[src/rtl/dds_symbol_packer.sv]
// Byte-to-symbol packer feeding the DDS controller.
// Three accepted bytes form a 24-bit word that waits in a 2-deep buffer.
// On each pacing tick the head word is popped and shown as four 6-bit symbols.
module dds_symbol_packer #(
    parameter int unsigned SYM_PERIOD = 25
) (
    input  logic        clk,
    input  logic        rst,
    input  logic        Enable,
    input  logic        Flush,
    input  logic        In_Valid,
    input  logic [7:0]  In_Data,
    output logic        In_Ready,
    output logic        TransValid,
    output logic [5:0]  Trans0Data,
    output logic [5:0]  Trans1Data,
    output logic [5:0]  Trans2Data,
    output logic [5:0]  Trans3Data,
    output logic        Busy,
    output logic [15:0] Underrun
);

    localparam logic [5:0] LP_LAST = 6'(SYM_PERIOD - 1);

    logic [1:0]  r_idx;
    logic [7:0]  r_byte0;
    logic [7:0]  r_byte1;
    logic [23:0] r_mem [2];
    logic        r_wr_ptr;
    logic        r_rd_ptr;
    logic [1:0]  r_count;
    logic [5:0]  r_per_cnt;
    logic        r_flush_pend;
    logic        r_trans_valid;
    logic [23:0] r_sym;
    logic [15:0] r_underrun;

    logic        w_tick;
    logic        w_accept;
    logic        w_pop;
    logic        w_flush_push;
    logic        w_byte_push;
    logic        w_push;
    logic [23:0] w_push_word;
    logic [7:0]  w_pad_byte1;

    // Handshake, pacing tick and buffer push/pop decisions
    always_comb begin
        In_Ready     = (r_count < 2'd2) && !r_flush_pend;
        w_accept     = In_Valid && In_Ready;
        w_tick       = Enable && (r_per_cnt == LP_LAST);
        w_pop        = w_tick && (r_count != 2'd0);
        // In_Ready is low while a flush is pending, so the two push sources never collide
        w_flush_push = r_flush_pend && (r_idx != 2'd0) && (r_count < 2'd2);
        w_byte_push  = w_accept && (r_idx == 2'd2);
        w_push       = w_flush_push || w_byte_push;
        // r_byte1 may be stale when only one byte is held, so pad it explicitly
        w_pad_byte1  = (r_idx == 2'd2) ? r_byte1 : 8'h00;
        w_push_word  = w_flush_push ? {r_byte0, w_pad_byte1, 8'h00}
                                    : {r_byte0, r_byte1, In_Data};
        Busy         = (r_count != 2'd0) || (r_idx != 2'd0);
        TransValid   = r_trans_valid;
        Trans0Data   = r_sym[23:18];
        Trans1Data   = r_sym[17:12];
        Trans2Data   = r_sym[11:6];
        Trans3Data   = r_sym[5:0];
        Underrun     = r_underrun;
    end

    // Byte assembler: collects the first two bytes, third byte goes straight to the buffer
    always_ff @(posedge clk or posedge rst) begin
        if (rst) begin
            r_idx   <= 2'd0;
            r_byte0 <= 8'h00;
            r_byte1 <= 8'h00;
        end else if (w_accept) begin
            case (r_idx)
                2'd0: begin
                    r_byte0 <= In_Data;
                    r_idx   <= 2'd1;
                end
                2'd1: begin
                    r_byte1 <= In_Data;
                    r_idx   <= 2'd2;
                end
                default: r_idx <= 2'd0;
            endcase
        end else if (w_flush_push) begin
            r_idx <= 2'd0;
        end
    end

    // Flush request: held until the partial word has been pushed or nothing is left
    always_ff @(posedge clk or posedge rst) begin
        if (rst) begin
            r_flush_pend <= 1'b0;
        end else if (Flush) begin
            r_flush_pend <= 1'b1;
        end else if (r_flush_pend && ((r_idx == 2'd0) || w_flush_push)) begin
            r_flush_pend <= 1'b0;
        end
    end

    // Two-entry word buffer; push is gated on the pre-pop count so it never overflows
    always_ff @(posedge clk or posedge rst) begin
        if (rst) begin
            r_mem[0] <= 24'h0;
            r_mem[1] <= 24'h0;
            r_wr_ptr <= 1'b0;
            r_rd_ptr <= 1'b0;
            r_count  <= 2'd0;
        end else begin
            if (w_push) begin
                r_mem[r_wr_ptr] <= w_push_word;
                r_wr_ptr        <= ~r_wr_ptr;
            end
            if (w_pop) begin
                r_rd_ptr <= ~r_rd_ptr;
            end
            r_count <= r_count + {1'b0, w_push} - {1'b0, w_pop};
        end
    end

    // Symbol period counter, held at zero while pacing is disabled
    always_ff @(posedge clk or posedge rst) begin
        if (rst) begin
            r_per_cnt <= 6'd0;
        end else if (!Enable || (r_per_cnt == LP_LAST)) begin
            r_per_cnt <= 6'd0;
        end else begin
            r_per_cnt <= r_per_cnt + 6'd1;
        end
    end

    // Symbol outputs: strobe for one cycle and latch the popped word
    always_ff @(posedge clk or posedge rst) begin
        if (rst) begin
            r_trans_valid <= 1'b0;
            r_sym         <= 24'h0;
        end else begin
            r_trans_valid <= w_pop;
            if (w_pop) begin
                r_sym <= r_mem[r_rd_ptr];
            end
        end
    end

    // Missed slots are counted only when a word is partly assembled
    always_ff @(posedge clk or posedge rst) begin
        if (rst) begin
            r_underrun <= 16'h0;
        end else if (w_tick && (r_count == 2'd0) && (r_idx != 2'd0) &&
                     (r_underrun != 16'hFFFF)) begin
            r_underrun <= r_underrun + 16'd1;
        end
    end

endmodule

[config.mk]
export PLATFORM = sky130hd
export DESIGN_NAME = dds_symbol_packer
export DESIGN_NICKNAME = d
export VERILOG_FILES = /design/src/rtl/dds_symbol_packer.sv
export SDC_FILE = /design/constraint.sdc
export NUM_CORES = 1
export LEC_CHECK = 0
export ABC_AREA = 1
export CAP_MARGIN = 20
export CORE_MARGIN = 1.5
export CORE_UTILIZATION = 54
export DETAILED_ROUTE_END_ITERATION = 8
export GPL_ROUTABILITY_DRIVEN = 0
export GPL_TIMING_DRIVEN = 0
export PLACE_DENSITY = 0.85
export SYNTH_ARGS = -nofsm -noshare
export SYNTH_HDL_FRONTEND = slang
export SYNTH_SLANG_ARGS = --single-unit
[constraint.sdc]
create_clock -name clk -period 5.5 [get_ports clk]
set_clock_uncertainty 0.2 [all_clocks]
set_input_delay 1.1 -clock clk [delete_from_list [all_inputs] [get_ports clk]]
set_output_delay 1.1 -clock clk [all_outputs]
set_load 0.02 [all_outputs]
Yosys cells after proc, flatten, opt, wreduce, memory -nomap -nowiden
Cells that the tools add are included.
{"block": "classes", "add_sub_neg": 4, "order_cmp": 4, "eq_ne": 4, "muxes": 14, "bitwise_logic": 4, "reduce_logical": 26}
{"op": "2-to-1 mux 24 bit", "count": 4}
{"op": "bitwise mux 48 bit", "count": 1}
{"op": "demux 24 bit (select 1 bit)", "count": 1}
{"op": "adder 16 x 1 -> 16 bit, second input constant", "count": 1}
{"op": "2-to-1 mux 16 bit", "count": 1}
{"op": "!= test 16 bit, second input constant", "count": 1}
{"op": "logical AND 1 bit", "count": 12}
{"op": "2-to-1 mux 8 bit", "count": 1}
{"op": "nonzero test 2 bit", "count": 4}
{"op": "adder 6 x 1 -> 6 bit, second input constant", "count": 1}
{"op": "== test 6 x 5 -> 1 bit, second input constant", "count": 1}
{"op": "2-to-1 mux 6 bit", "count": 1}
{"op": ">= comparator 2 bit, second input constant", "count": 2}
{"op": "logical NOT 2 bit", "count": 2}
{"op": "logical OR 1 bit", "count": 4}
{"op": "2-to-1 mux 2 bit", "count": 2}
{"op": "inverter 1 -> 2 bit", "count": 2}
{"op": "one-hot mux 2 bit (2 select lines)", "count": 1}
{"op": "AND reduction 2 bit", "count": 2}
{"op": "adder 2 x 1 -> 2 bit", "count": 1}
{"op": "== test 2 x 1 -> 1 bit, second input constant", "count": 1}
{"op": "== test 2 bit, second input constant", "count": 1}
{"op": "logical NOT 1 bit", "count": 2}
{"op": "< comparator 2 x 1 -> 1 bit, second input constant", "count": 1}
{"op": "other kinds (4)", "count": 6}
{"block": "totals", "ff_bits": 118, "inputBits": 13, "out_inout_bits": 43}

Longest topological paths before layout
Gate-level depths: netlist of the first run.
{"block": "depth", "word_depth": 7, "mapped_depth": 12, "ltp_nobuf": 12}

Least setup slack after synthesis of the first run
No wires, ideal clock.
{"block": "synth_timing", "path_type": "in2reg", "startpoint": "input port Enable", "endpoint": "register r_count[1]", "setup_time_ns": 0.117, "arrival_ns": 2.072, "slack_ns": 3.110, "cell_stages": 8, "path_buffers": 0, "cell_sequence": "nand3_2 clkinv_1 nand2_1 nand2_1 ha_1 xor2_1 nand3b_1 nand2_1"}
{"block": "synth_via", "elab_chain_len": 3}
{"element": "start, declared", "line_no": "9", "source": "input logic Enable,"}
{"element": "logical AND 1 bit", "line_no": "51", "source": "w_tick = Enable && (r_per_cnt == LP_LAST);"}
{"element": "logical AND 1 bit", "line_no": "52", "source": "w_pop = w_tick && (r_count != 2'd0);"}
{"element": "subtractor 2 x 1 -> 2 bit", "line_no": "120", "source": "r_count <= r_count + {1'b0, w_push} - {1'b0, w_pop};"}
{"element": "end signal, assigned", "line_no": "120"}
{"element": "end, declared", "line_no": "31", "source": "logic [1:0] r_count;"}
Every way passes these cells.
A chain may end at the register's enable or synchronous reset.

Worst setup path after layout of the first run
{"block": "layout_timing", "startpoint": "register r_idx[0]", "endpoint": "output port Busy"}
{"block": "layout_via", "elab_chain_len": 2}
{"element": "start, declared", "line_no": "25", "source": "logic [1:0] r_idx;"}
{"element": "start signal, assigned", "line_no": "73", "source": "r_idx <= 2'd0;"}
{"element": "start signal, assigned", "line_no": "80", "source": "r_idx <= 2'd1;"}
{"element": "start signal, assigned", "line_no": "84", "source": "r_idx <= 2'd2;"}
{"element": "nonzero test 2 bit", "line_no": "61", "source": "Busy = (r_count != 2'd0) || (r_idx != 2'd0);"}
{"element": "logical OR 1 bit", "line_no": "61"}
{"element": "end, declared", "line_no": "19", "source": "output logic Busy,"}
Every way passes these cells.

==> results of run 1 <==
## worst min-delay path, cell delays in order (launching register included)
cell	delay, ps
sky130_fd_sc_hd__dfrtp_1	340
sky130_fd_sc_hd__nand2_1	50
sky130_fd_sc_hd__nand2_1	50
## cells in the final DEF, fill, tap and decap left out, types with 10 or more instances in the layout
cell type / netlist / final
sky130_fd_sc_hd__clkbuf_1: 10 / 10
sky130_fd_sc_hd__clkbuf_16: 0 / 16
sky130_fd_sc_hd__clkdlybuf4s50_1: 0 / 55
sky130_fd_sc_hd__dfrtp_1: 118 / 118
sky130_fd_sc_hd__inv_1: 45 / 44
sky130_fd_sc_hd__nand2_1: 310 / 310
sky130_fd_sc_hd__nand3_1: 13 / 13
sky130_fd_sc_hd__nor2_1: 24 / 24
sky130_fd_sc_hd__o21ai_0: 40 / 40
sky130_fd_sc_hd__o21ai_1: 22 / 22
sky130_fd_sc_hd__o21ai_2: 18 / 18
## final cells by class
type | instances | area share (%)
Sequential cell | 118 | 44.01
Multi-Input combinational cell | 462 | 30.81
Timing Repair Buffer | 56 | 8.616
Clock buffer | 17 | 6.173
Clock inverter | 15 | 2.872
Inverter | 49 | 2.779
Tap cell | 133 | 2.480
Buffer | 23 | 2.257
## synthesized netlist by cell type (all sizes together)
cell type / number / area (sq um)
a21oi: 1 / 5.000
nor3: 1 / 5.000
buf: 11 / 103.9
xor2: 5 / 43.79
nor2: 31 / 133.9
nand3: 14 / 75.07
o21ai: 81 / 484.2
nor3b: 2 / 15.01
inv: 48 / 180.2
nand3b: 1 / 7.510
clkbuf: 12 / 47.55
nand2: 316 / 1206
xnor2: 1 / 8.760
a21o: 1 / 7.510
nand4: 4 / 25.02
dfrtp: 118 / 2953
ha: 4 / 50.05
clkinv: 1 / 3.750
## registers in the layout (all words and copies together), names as in the netlist
register,flops
r_mem,48
r_sym,24
Underrun,16
r_byte0,8
r_byte1,8
r_per_cnt,6
r_count,2
r_idx,2
TransValid,1
r_flush_pend,1
r_rd_ptr,1
r_wr_ptr,1
## cell families after synthesis
kind of cell	Yosys count
adders and majority gates	4
AOI/OAI and AO/OA	83
DFF	118
and+or+nand+nor	369
buffers and inverters	72
xor gates and xnor gates	6
## worst paths after layout
kind                       slack, ps         start  cells past startpoint          to
setup / recovery                2400      r_idx[0]                      3        Busy
hold / removal                   280      r_sym[6]                      2    r_sym[6]
setup reg to reg                3000  r_per_cnt[0]                     12  r_count[1]
hold reg to reg                  280      r_sym[6]                      2    r_sym[6]
max in group asynchronous       3530           rst                      3   r_mem[12]
min in group asynchronous        820           rst                      2    r_sym[4]
## power groups by stage
stage                     registers [W]  logic, W  clock network [W]
after CTS                       0.00123  0.000623            0.00114
after global placement          0.00123  0.000572                  0
final                           0.00124  0.000624            0.00113
after global routing            0.00126  0.000709            0.00118
after floorplan                 0.00121  0.000464                  0
after detailed placement        0.00124  0.000603                  0
## layer usage
metal / wire length, microns / GRT usage (%)
met1: 5175 / 31.39
met2: 6313 / 42.54
met3: 604 / 5.559
met4: 297 / 10.33
met5: 0 / 0
## stage by stage
stage                     setup TNS (ps)  area, sq um  total power [W]  instances
final                                  0         6709         0.002991        873
after global routing                   0         6709         0.003143        873
after detailed placement               0         6102         0.001843        841
after CTS                              0         6709         0.002991        873
after floorplan                        0         5355         0.001670        652
after global placement            -42670         6072         0.001799        840
==> metrics, run 1 <==
status finished, final reports clean; post-route ant nets 0; setup fix buffers added after clock tree synthesis 0; overall die height 102.6 microns; final setup fails 0; headroom to the max-slew limit 61.87%; worst hold slack across all endpoints 275.7 ps; Adder-Cell Fraction of Synth Area 0.9346%; type of destination of the critical path output port; total die area 10,520 sq um; part of the power in the clock network 37.8%; setup slack at placement 2187 ps; area overhead of the layout relative to synthesis 25.28%; number of top-level design ports 56; quantity of gates resized following cts 0; count of mapped cells out of synthesis 652; cell internal power dissipation 0.002029 W; final clock period utilization by the worst path 56.45%; CP max FO 4; maximum vdd ir drop 0.2214 mV; total CTS buffers 17; Yosys warning count 0; Syn Nets 669; total number of placement rows 36; drc violations 0; register cell area after layout 2953 sq um; maximum number of pins on one net before global-route repair 76; total gr overflow 0; multi-input gate area in the final layout 2067 sq um; utilization after layout 69.28%; switching pwr 0.0009626 W; number of different library cells in the post-synthesis netlist 29; Combinational Power Share 20.9%; Antenna Cells 0; number of sinks handled by clock tree synthesis 118; setup repair after global routing missed its margin no; Final Slew Violations 0; DRC marker count from the first detailed-route iteration 421; post-synth design cell area 5355 sq um; root buffer selected by CTS sky130_fd_sc_hd__clkbuf_8; main combinational cell family by area after synthesis simple AND/OR/NAND/NOR gates; total count of hold-check failures in the final report 0; parity-gate share of the synthesized area counting xor and xnor cells 0.9813%; #FFs+latches synth 118; CTS HTree Levels 4; HPWL after detailed placement 8.132 mm; minimum setup slack in the final design 2395 ps; transition time at the pin with the least slew margin 571.9 ps; via/cell ratio 5.235; achievable frequency 322.1 MHz; router iterations before antenna repair 5; total core area 9684 sq um; final layout net count 744; antenna violations before repair 0; hold buffer count at cts 0; GR Util All Layers 25.12%; routed wirelength normalized by instance count 14.19 microns; slowest stage delay, CP 560 ps; Initial Utilization 55.30%; via count 4,570; count of buffers from port buffering 55; x dimension of the die 102.6 microns; clock insertion delay at the later pin of the skew report 520 ps; Max-Cap Viols 0; Mean Syn Cell Area 8.213 sq um; category of the worst setup path launch point register; switching portion of total power 32.18%; global-route wire length before repair 20.05 mm; minimum clock period 3105 ps; via count of the first global-routing pass 4,247; area fraction in and, or, nand and nor cells after synthesis 27.41%; total detailed-routing wirelength 12.39 mm; CP cell instances nor2_2 > nand3_1 > clkdlybuf4s50_1; fraction of the yosys area taken by sequential cells 55.14%; fraction of layout cells with a size suffix above 1 11.22%; Worst Path Arrival 1800 ps; maximum clock path buffer count 2; Power Dens Cells 445.9 nW/um^2; cell leakage power 3.419 nW; worst endpoint required time 4200 ps; cell type of the slowest stage on the worst timing path sky130_fd_sc_hd__clkdlybuf4s50_1; relative contribution of sequential cells to total power 41.3%; Tightest Hold Check Type register to register; number of fillers in the final layout 716; clock tree from TritonCTS done; CP Buf/Inv Count 1; share of the synthesized area in compound gates (AO/OA/AOI/OAI) 9.276%; kind of cell adding the most delay to the critical path buffers and inverters; category of the most critical setup path register to output port; multiplexer fraction of the synthesized cell area 0%; Clock Pin Slew Worst Setup and Hold Paths 60 ps
(Power assumes the default switching activity.)
==> run 2, diff against run 1 <==
==> constraint.sdc (replaced) <==
create_clock -name clk -period 2.9 [get_ports clk]
set_clock_uncertainty 0.2 [all_clocks]
set_input_delay 0.58 -clock clk [delete_from_list [all_inputs] [get_ports clk]]
set_output_delay 0.58 -clock clk [all_outputs]
set_load 0.02 [all_outputs]
==> run 2 against run 1 <==
Power increased by 90%. Die area is the same. Sequential power grew 90%. Core utilization is 0.32 points higher. Clock power increased by 87%. Hold slack got worse by 170 ps. Global-route usage is 1.8 points higher. Routed wire length increased by 4.0%. Non-clock buffer count rose by 2. Cell count up 0.23%. Register-to-register slack worse by 2700 ps. Count of clock-buffer cells in the layout increased by 1. Critical endpoint is now r_count[1]. Largest cell class unchanged. Largest power group unchanged.
==> metrics, run 2 (synthesis gave the netlist of run 1 again) <==
leading cell type in the layout, fill and taps excluded sky130_fd_sc_hd__nand2_1; clock tree from TritonCTS done; total core area 9684 sq um; HPWL after detailed placement 8.436 mm; CTS HTree Levels 4; Tightest Hold Check Type primary input to asynchronous set/reset pin; routed wirelength normalized by instance count 14.72 microns; final layout net count 746; via/cell ratio 5.213; Clock Pin Slew Worst Setup and Hold Paths 60 ps; via count of the first global-routing pass 4,612; register ranked first by flip-flop count r_mem; cell leakage power 3.426 nW; total number of placement rows 36; total gr overflow 0; post-route setup TNS 0 ps; final clock period utilization by the worst path 89.51%; setup fix buffers added after clock tree synthesis 0; total CTS buffers 17; number of fillers in the final layout 722; Worst Path Arrival 2800 ps; routed metal-1 wire length 5.144 mm; overall die height 102.6 microns; Power Dens Cells 842.4 nW/um^2; count of buffers from port buffering 55; Initial Utilization 55.30%; x dimension of the die 102.6 microns; status finished, final reports clean; GR Util All Layers 26.93%; multi-input gate area in the final layout 2067 sq um; worst endpoint required time 3100 ps; Final Slew Violations 0; quantity of gates resized following cts 0; Met3 Routed Length 794 microns; global-route wire length before repair 21.51 mm; via count 4,561; minimum clock period 2596 ps; drc violations 0; root buffer selected by CTS sky130_fd_sc_hd__clkbuf_8; clock insertion delay at the later pin of the skew report 510 ps; register cell area after layout 2953 sq um; most frequent cells in the layout 310 x sky130_fd_sc_hd__nand2_1, 118 x sky130_fd_sc_hd__dfrtp_1, 55 x sky130_fd_sc_hd__clkdlybuf4s50_1; Max-Cap Viols 0; total count of hold-check failures in the final report 0; router iterations before antenna repair 5; category of the most critical setup path register to register; CP max FO 9; headroom to the max-slew limit 63.30%; achievable frequency 385.3 MHz; Largest register FFs 48; total detailed-routing wirelength 12.88 mm; total die area 10,520 sq um; fraction of layout cells with a size suffix above 1 11.46%; transition time at the pin with the least slew margin 550.5 ps; utilization after layout 69.60%; antenna violations before repair 0; final setup fails 0; maximum clock path buffer count 2; post-route ant nets 0; DRC marker count from the first detailed-route iteration 259; number of top-level design ports 56; amount of wire on met2 after detailed routing 6.625 mm; highest metal layer with signal wires met4; Antenna Cells 0; category of the worst setup path launch point register; setup repair after global routing missed its margin no; area overhead of the layout relative to synthesis 25.86%; type of destination of the critical path register; maximum number of pins on one net before global-route repair 44; hold buffer count at cts 0; maximum vdd ir drop 0.4900 mV; number of sinks handled by clock tree synthesis 118
==> run 2: changes by cell type in the layout (fill, tap and decap cells not counted), sizes merged <==
cell      previous run  this run
buf                 12        14
inv                 55        49
clkbuf              29        30
clkinv               5         8
clkinvlp             1         3
==> run 2: per-stage QoR <==
step	worst slack (ps)	total power [W]	area [sq um]	hold slack, ps	std cells
floorplan	678.6	0.003167	5359	253.0	652
global placement	-324.2	0.003418	6076	260.5	840
detailed placement	53.62	0.003510	6136	263.9	843
CTS	300.3	0.005677	6740	96.53	875
global route	136.7	0.005975	6740	108.4	875
finish	304.3	0.005678	6740	109.6	875
==> run 2: worst paths after layout <==
check / endpoint / slack [ps] / depth (start not counted) / from
min in group clk: r_sym[17] / 280 / 2 / r_sym[17]
setup / recovery: r_count[1] / 300 / 12 / r_per_cnt[0]
setup reg to reg: r_count[1] / 300 / 12 / r_per_cnt[0]
hold reg to reg: r_sym[17] / 280 / 2 / r_sym[17]
max in group asynchronous: r_mem[33] / 1730 / 4 / rst
hold / removal: Underrun[4] / 110 / 2 / rst
==> run 2: final cells by class <==
type / instances / share of cell area (%)
tap: 133 / 2.469
clock buffer: 18 / 6.349
multi-input combinational: 462 / 30.67
sequential: 118 / 43.81
timing repair buffer: 58 / 9.059
clock inverter: 14 / 2.617
inverter: 49 / 2.784
buffer: 23 / 2.246
==> run 2: worst max-delay path, cell delays in order (launching register included) <==
cell and delay, ps:
sky130_fd_sc_hd__dfrtp_1 390, sky130_fd_sc_hd__inv_1 60, sky130_fd_sc_hd__ha_1 200, sky130_fd_sc_hd__nand3_1 120, sky130_fd_sc_hd__nor2_2 60, sky130_fd_sc_hd__nand3_2 220, sky130_fd_sc_hd__clkinv_1 410, sky130_fd_sc_hd__nand2_1 200
sky130_fd_sc_hd__nand2_1 80, sky130_fd_sc_hd__ha_1 190, sky130_fd_sc_hd__xor2_1 170, sky130_fd_sc_hd__nand3b_1 130, sky130_fd_sc_hd__nand2_1 70
==> run 2: report_power, final <==
group	total [W]	switching (W)	internal (W)
clock network	0.00211	0.000774	0.00134
logic	0.00122	0.000778	0.000437
registers	0.00235	0.000266	0.00208
total	0.00568	0.00182	0.00386
==> run 2: routing by layer <==
layer	vias to the layer above	GRT usage [%]
met4	0	11.49
met2	166	47.12
met1	2178	31.97
met3	28	6.169
met5	-	0
li1	2189	-
